--- src/rtl/step_pulse_gen_pkg.sv ---
// step_gen_pkg: shared types and constants for the step-pulse generator.
//   step_state_t : move sequencer states
//   P_N..P_DELTA : word indices into the five-word move parameter bus
package step_gen_pkg;

  typedef enum logic [2:0] {
    S_IDLE,
    S_LOAD,
    S_ACCEL,
    S_CRUISE,
    S_DECEL,
    S_DONE
  } step_state_t;

  localparam int unsigned P_N     = 0;  // total steps
  localparam int unsigned P_NN    = 1;  // acceleration steps
  localparam int unsigned P_T0    = 2;  // maximum (starting) period
  localparam int unsigned P_TNA   = 3;  // cruise period
  localparam int unsigned P_DELTA = 4;  // per-step period change

endpackage

--- src/rtl/step_pulse_gen_period_timer.sv ---
// period_timer: plays one step period at a time.
//   clk, reset (sync, active-low)
//   load     : start a new period of length `period` (takes priority, may
//              coincide with expire for back-to-back periods)
//   period   : period length in clocks, must exceed PULSE_W
//   pulse_on : high during the first PULSE_W clocks of the period
//   expire   : high during the last clock of the period
module period_timer #(
  parameter int unsigned PULSE_W = 4
) (
  input  logic        clk,
  input  logic        reset,
  input  logic        load,
  input  logic [31:0] period,
  output logic        pulse_on,
  output logic        expire
);

  logic [31:0] idx_q, idx_d;
  logic [31:0] per_q, per_d;
  logic        active_q, active_d;

  assign pulse_on = active_q && (idx_q < 32'(PULSE_W));
  assign expire   = active_q && (idx_q == (per_q - 32'd1));

  always_comb begin
    idx_d    = idx_q;
    per_d    = per_q;
    active_d = active_q;
    if (load) begin
      idx_d    = '0;
      per_d    = period;
      active_d = 1'b1;
    end else if (expire) begin
      active_d = 1'b0;
    end else if (active_q) begin
      idx_d = idx_q + 32'd1;
    end
  end

  always_ff @(posedge clk) begin
    if (!reset) begin
      idx_q    <= '0;
      per_q    <= '0;
      active_q <= 1'b0;
    end else begin
      idx_q    <= idx_d;
      per_q    <= per_d;
      active_q <= active_d;
    end
  end

endmodule

--- src/rtl/step_pulse_gen.sv ---
// step_pulse_gen: plays a trapezoidal/triangular move as a train of step
// pulses on one stepper axis.
//   clk, reset (sync, active-low)
//   start        : level; high runs the move, low aborts/clears
//   timing_ready : upstream calculator finished; gates the launch only
//   params[0:4]  : N, nn, t0, tna, delta
//   step         : registered step pulse, PULSE_W clocks high per period
//   busy         : high in LOAD/ACCEL/CRUISE/DECEL
//   done         : move complete, held until start falls
//   step_count   : pulses issued in this move
//   elapsed      : clocks from first step rise to done rise
module step_pulse_gen
  import step_gen_pkg::*;
#(
  parameter int unsigned PULSE_W    = 4,
  parameter int unsigned MIN_PERIOD = 8
) (
  input  logic        clk,
  input  logic        reset,
  input  logic        start,
  input  logic        timing_ready,
  input  logic [31:0] params [0:4],
  output logic        step,
  output logic        busy,
  output logic        done,
  output logic [31:0] step_count,
  output logic [63:0] elapsed
);

  step_state_t state_q, state_d;
  logic [31:0] n_q, n_d, nn_q, nn_d, t0_q, t0_d, tna_q, tna_d, delta_q, delta_d;
  logic [31:0] k_q, k_d;
  logic        fin_q, fin_d;
  logic        step_q, step_d;
  logic        busy_q, busy_d;
  logic        done_q, done_d;
  logic [31:0] step_count_q, step_count_d;
  logic [63:0] elapsed_q, elapsed_d;

  logic [32:0] two_nn;
  logic        long_move;
  logic [31:0] accel_n, mid_n, mid_base, mid_mult;
  logic [31:0] sel_base, sel_mult, tmr_period;
  logic        tmr_load, tmr_pulse_on, tmr_expire;
  logic        run;

  // base - mult*delta, saturating at 0, then floored at MIN_PERIOD.
  function automatic logic [31:0] sat_period(input logic [31:0] base,
                                             input logic [31:0] mult,
                                             input logic [31:0] dlt);
    logic [63:0] prod;
    logic [31:0] p;
    prod = 64'(mult) * 64'(dlt);
    if (prod >= 64'(base)) p = '0;
    else                   p = base - prod[31:0];
    if (p < 32'(MIN_PERIOD)) p = 32'(MIN_PERIOD);
    return p;
  endfunction

  // Params are latched on the IDLE->LOAD edge, so the segment lengths below
  // are stable from LOAD onwards and need no registers of their own.
  assign two_nn    = {nn_q, 1'b0};
  assign long_move = {1'b0, n_q} > two_nn;
  assign accel_n   = long_move ? nn_q : (n_q >> 1);
  assign mid_n     = long_move ? (n_q - nn_q - nn_q) : {31'd0, n_q[0]};
  assign mid_base  = long_move ? tna_q : t0_q;
  assign mid_mult  = long_move ? '0 : accel_n;
  assign run       = state_q inside {S_ACCEL, S_CRUISE, S_DECEL};

  assign tmr_period = sat_period(sel_base, sel_mult, delta_q);

  period_timer #(
    .PULSE_W (PULSE_W)
  ) u_timer (
    .clk      (clk),
    .reset    (reset),
    .load     (tmr_load),
    .period   (tmr_period),
    .pulse_on (tmr_pulse_on),
    .expire   (tmr_expire)
  );

  // Sequencer. The timer runs one clock ahead of the registered step, so the
  // final expire sets fin_q and DONE follows one clock later, keeping done
  // exactly one full period after the last step rise.
  always_comb begin
    state_d  = state_q;
    n_d      = n_q;
    nn_d     = nn_q;
    t0_d     = t0_q;
    tna_d    = tna_q;
    delta_d  = delta_q;
    k_d      = k_q;
    fin_d    = fin_q;
    tmr_load = 1'b0;
    sel_base = t0_q;
    sel_mult = '0;

    unique case (state_q)
      S_IDLE: begin
        if (start && timing_ready) begin
          state_d = S_LOAD;
          n_d     = params[P_N];
          nn_d    = params[P_NN];
          t0_d    = params[P_T0];
          tna_d   = params[P_TNA];
          delta_d = params[P_DELTA];
          k_d     = '0;
          fin_d   = 1'b0;
        end
      end
      S_LOAD: begin
        if (accel_n != '0) begin
          state_d  = S_ACCEL;
          tmr_load = 1'b1;
          k_d      = 32'd1;
        end else if (mid_n != '0) begin
          state_d  = S_CRUISE;
          tmr_load = 1'b1;
          sel_base = mid_base;
          sel_mult = mid_mult;
          k_d      = 32'd1;
        end else begin
          state_d = S_DONE;
        end
      end
      S_ACCEL: begin
        if (tmr_expire) begin
          tmr_load = 1'b1;
          k_d      = 32'd1;
          if (k_q < accel_n) begin
            sel_mult = k_q;
            k_d      = k_q + 32'd1;
          end else if (mid_n != '0) begin
            state_d  = S_CRUISE;
            sel_base = mid_base;
            sel_mult = mid_mult;
          end else begin
            state_d  = S_DECEL;
            sel_mult = accel_n - 32'd1;
          end
        end
      end
      S_CRUISE: begin
        if (fin_q) begin
          state_d = S_DONE;
        end else if (tmr_expire) begin
          if (k_q < mid_n) begin
            tmr_load = 1'b1;
            sel_base = mid_base;
            sel_mult = mid_mult;
            k_d      = k_q + 32'd1;
          end else if (accel_n != '0) begin
            state_d  = S_DECEL;
            tmr_load = 1'b1;
            sel_mult = accel_n - 32'd1;
            k_d      = 32'd1;
          end else begin
            fin_d = 1'b1;
          end
        end
      end
      S_DECEL: begin
        if (fin_q) begin
          state_d = S_DONE;
        end else if (tmr_expire) begin
          if (k_q < accel_n) begin
            tmr_load = 1'b1;
            sel_mult = accel_n - 32'd1 - k_q;
            k_d      = k_q + 32'd1;
          end else begin
            fin_d = 1'b1;
          end
        end
      end
      S_DONE: begin
        state_d = S_DONE;
      end
      default: begin
        state_d = S_IDLE;
      end
    endcase

    if (!start) begin
      state_d  = S_IDLE;
      tmr_load = 1'b0;
      fin_d    = 1'b0;
    end
  end

  always_comb begin
    step_d       = start && run && tmr_pulse_on;
    step_count_d = step_count_q;
    elapsed_d    = elapsed_q;
    if (!start) begin
      step_count_d = '0;
      elapsed_d    = '0;
    end else begin
      if (step_d && !step_q) step_count_d = step_count_q + 32'd1;
      if (run && (step_count_q != '0)) elapsed_d = elapsed_q + 64'd1;
    end
    busy_d = state_d inside {S_LOAD, S_ACCEL, S_CRUISE, S_DECEL};
    done_d = (state_d == S_DONE);
  end

  always_ff @(posedge clk) begin
    if (!reset) begin
      state_q      <= S_IDLE;
      n_q          <= '0;
      nn_q         <= '0;
      t0_q         <= '0;
      tna_q        <= '0;
      delta_q      <= '0;
      k_q          <= '0;
      fin_q        <= 1'b0;
      step_q       <= 1'b0;
      busy_q       <= 1'b0;
      done_q       <= 1'b0;
      step_count_q <= '0;
      elapsed_q    <= '0;
    end else begin
      state_q      <= state_d;
      n_q          <= n_d;
      nn_q         <= nn_d;
      t0_q         <= t0_d;
      tna_q        <= tna_d;
      delta_q      <= delta_d;
      k_q          <= k_d;
      fin_q        <= fin_d;
      step_q       <= step_d;
      busy_q       <= busy_d;
      done_q       <= done_d;
      step_count_q <= step_count_d;
      elapsed_q    <= elapsed_d;
    end
  end

  assign step       = step_q;
  assign busy       = busy_q;
  assign done       = done_q;
  assign step_count = step_count_q;
  assign elapsed    = elapsed_q;

endmodule

--- config.mk ---
export PLATFORM = sky130hd
export DESIGN_NAME = step_pulse_gen
export DESIGN_NICKNAME = d
export VERILOG_FILES = /design/src/rtl/step_pulse_gen_pkg.sv /design/src/rtl/step_pulse_gen_period_timer.sv /design/src/rtl/step_pulse_gen.sv
export SDC_FILE = /design/constraint.sdc
export NUM_CORES = 2
export LEC_CHECK = 0
export BUFFER_PORTS_ARGS = -buffer_cell sky130_fd_sc_hd__buf_4
export CORE_MARGIN = 5
export CORE_UTILIZATION = 49
export DETAILED_ROUTE_END_ITERATION = 6
export PLACE_DENSITY = 0.69
export RECOVER_POWER = 25
export SLEW_MARGIN = 20
export SYNTH_ARGS = -nofsm -noshare
export SYNTH_HDL_FRONTEND = slang
export SYNTH_SLANG_ARGS = --single-unit
--- constraint.sdc ---
create_clock -name clk -period 34.7 [get_ports clk]
set_input_delay 6.94 -clock clk [delete_from_list [all_inputs] [get_ports clk]]
set_output_delay 6.94 -clock clk [all_outputs]
set_load 0.005 [all_outputs]
==> impl_results.md <==
* Outcome: complete, but fails checks
* Failing checks: design-rule violations, max-capacitance violations, max-slew violations
* CTS clk-pin slew, worst paths at 60 ps
* Global-route wire length before repair at 341 mm
* Core area at 127,000 um2
* Pwr/cell area at 24.8 nW/um2
* Delay of the slowest critical-path stage at 840 ps
* # rows at 131
* Worst reg-to-reg path cell count at 57
* First-iteration detailed-routing DRC count at 5,589
* Clock Path Buffers at 3
* Post-Synthesis Cells at 7,575
* CTS root buf: clkbuf_16
* Reg-to-Reg End: u_timer.per_q[3]
* Postcts setup bufs at 0
* Synth top area share at 28.8%
* Asr flop ratio synth at 0%
* Warnings from Yosys at 0
* Crit path max fanout at 66
* Top Family by Delay on Critical Path: compound AO/OA/AOI/OAI gates
* CP Class: reg -> reg
* Number of synthesized register bits at 360
* Mean post-synth cell area at 8.25 um2
* Pleak at 30.1 nW
* Synth Cell Area at 62,500 um2
* WP buf/inv at 9
* Hold Path Sink: delta_q[10]
* Actual slew at the worst max-slew pin at 3950 ps
* Critical Path Source Type: flop
* Hold Crit Depth at 2
* Clk sinks at 360
* Slew headroom at -163%
* FF+latch area at 7210 um2
* Nets at 9,062
* Initial antenna violation count at 6
* Setup violators final at 0
* Slew Viols, Final at 274
* Total die area at 135,000 um2
* Crit path required time at 35,220 ps
* I/O Pins at 263
* Grt total ovfl at 0
* Worst Setup End Kind: flop
* CTS tree: built
* Crit path depth at 57
* CP arrival at 18,830 ps
* Hold Vio Cnt, Final at 0
* Top_reg_cell synth: dfxtp_1
* Synthesis-to-layout area growth at 7.83%
* DRT Wirelength at 222 mm
* Setup_tns at 0 ps
* Vias per std cell at 6.07
* Post-DP HPWL at 175 mm
* Period minus WS final at 18,310 ps
* Fmax at 54.6 MHz
* Multi-input combinational cell area at 49,000 um2
* Commonest cells after routing, fill and taps aside: inv_1 (1,184), fa_1 (898), nand2_1 (750), o21ai_0 (522), ha_1 (456)
* Commonest non-fill, non-tap cell in the layout: inv_1
* H-tree depth at 2
* Critical-path top delay cell: nor4_2
* Port bufs at 262
* DR WL/cell at 24.0 um
* Register area share after synthesis at 11.5%
* Fraction of layout cells with a size suffix above 1 at 7.79%
* Net count after synthesis at 9,093
* Largest net degree at the start of global routing at 91
* Reg-to-reg slack, setup at 16,390 ps
* Reg-to-reg critical path startpoint: nn_q[24]
* DRT antenna net count at 0
* Layout Skew at 47.9 ps
* Hold path start: delta_q[10]
* Post-cts sizing count at 0
* Fillcell total at 12,100
* Worst hold path type: reg -> reg
* Post-synth EDFFs at 0
* Die width at 367 um
* Worst VDD drop at 0.0000396 V
* GRT Util Overall at 32.3%
* Cell taking the most area after synthesis: fa_1
* RSZ-0062 raised after global routing: no
* Yosys cell types at 108
* Vias post-DR at 56,100
* RD Place Congestion at 1.04
* DRC viols at 1
* TritonRoute pass-1 iters at 7
* Max-Cap Viols at 5
* Skew-Pair Late Insertion Delay at 690 ps
* Initial Utilization at 49.1%
* Die height at 367 um
* Main area contributors after synthesis: fa_1 (29%), dfxtp_1 (12%), ha_1 (9.1%), inv_1 (7.1%), nand2_1 (4.5%)
* CTS buffer count at 48
* Hold-fix buffer count after cts at 0
* Crit-path most repeated cell: inv_1
* Number of global-route vias before repair at 56,500
* Fin util at 53.0%
* Final period util at 52.8%
layer usage:
layer  routed length (um)  GRT usage, %  vias to the layer above
met5                   18             0                        -
met4                10300          12.7                        2
met3                26900          10.4                      534
met2                94800          48.6                     3084
met1                89700          43.4                    27500
li1                     -             -                    25000
area by class of cell:
class	count	share of cell area, %
clock inverters	29	0.641
multi-input cells	5565	72.8
inverters	1188	6.62
well taps	1662	3.09
repair buffers	381	4.18
clock buffers	59	1.95
diodes	2	0.00743
flip-flops and latches	360	10.7
how the worst max path moves through the flow:
| stage | from | to | slack, ps |
|---|---|---|---|
| after global routing | n_q[0] | u_timer.per_q[0] | 15310 |
| final | nn_q[24] | u_timer.per_q[3] | 16390 |
| after floorplan | nn_q[11] | u_timer.per_q[29] | 18710 |
| after detailed placement | nn_q[24] | u_timer.per_q[2] | 16810 |
| after CTS | n_q[0] | u_timer.per_q[0] | 16730 |
| after global placement | n_q[0] | u_timer.per_q[0] | 17260 |
state kept, by name, indices dropped and copies added (netlist names):
signal            flops
delta_q              32
state_q               3
u_timer.per_q        32
nn_q                 32
u_timer.idx_q        32
step                  1
tna_q                32
fin_q                 1
t0_q                 32
u_timer.active_q      1
n_q                  32
busy                  1
step_count           32
elapsed              64
done                  1
k_q                  32
power by group:
group / internal [W] / leakage, nW / switching [W] / total, W
clock: 0.000333 / 0.867 / 0.000236 / 0.000569
sequential: 0.000424 / 2.92 / 0.0000139 / 0.000437
combinational: 0.000239 / 26.3 / 0.000425 / 0.000664
total: 0.000995 / 30.1 / 0.000674 / 0.00167
stage by stage:
step	total power, W	setup slack, ps	hold WS [ps]	instances	cell area (um2)
final	0.00167	16390	453	9246	67400
after global routing	0.00174	15310	475	9246	67400
after CTS	0.00166	16730	455	9244	67400
after detailed placement	0.00108	16810	447	9156	65700
after global placement	0.00108	17260	446	9156	65700
after floorplan	0.000889	18710	436	7575	62500
cell usage after synthesis (78+ instances only):
cell type,number
xnor2_1,166
inv_1,1185
nand3_1,143
buf_2,78
dfxtp_1,360
clkbuf_1,350
nor2_1,331
fa_1,898
and2_1,181
a21o_1,95
a21oi_1,440
o21ai_0,522
nand2_1,750
ha_1,456
xor2_1,127
o21a_1,191
nor3_1,86
nand4_1,82
worst min-delay path, delay by kind of cell (launching register included):
| family | cells | cell delay, ps |
|---|---|---|
| and+or+nand+nor | 1 | 50 |
| AOI/OAI and AO/OA | 1 | 50 |
| DFF | 1 | 310 |
logic make-up (layout without fill, tap and decap cells):
kind of cell	count (synthesis)	after routing	synth area share, %
AO/OA/AOI/OAI	1842	1842	19.2
XOR/XNOR	293	293	4.11
adder cells (fa/ha/maj)	1354	1354	37.9
buffers and inverters	1650	1657	10.2
flip-flops	360	360	11.5
multiplexers	97	97	1.62
other	1	3	0.00600
AND/OR/NAND/NOR	1978	1978	15.5
(Power assumes the default switching activity.)
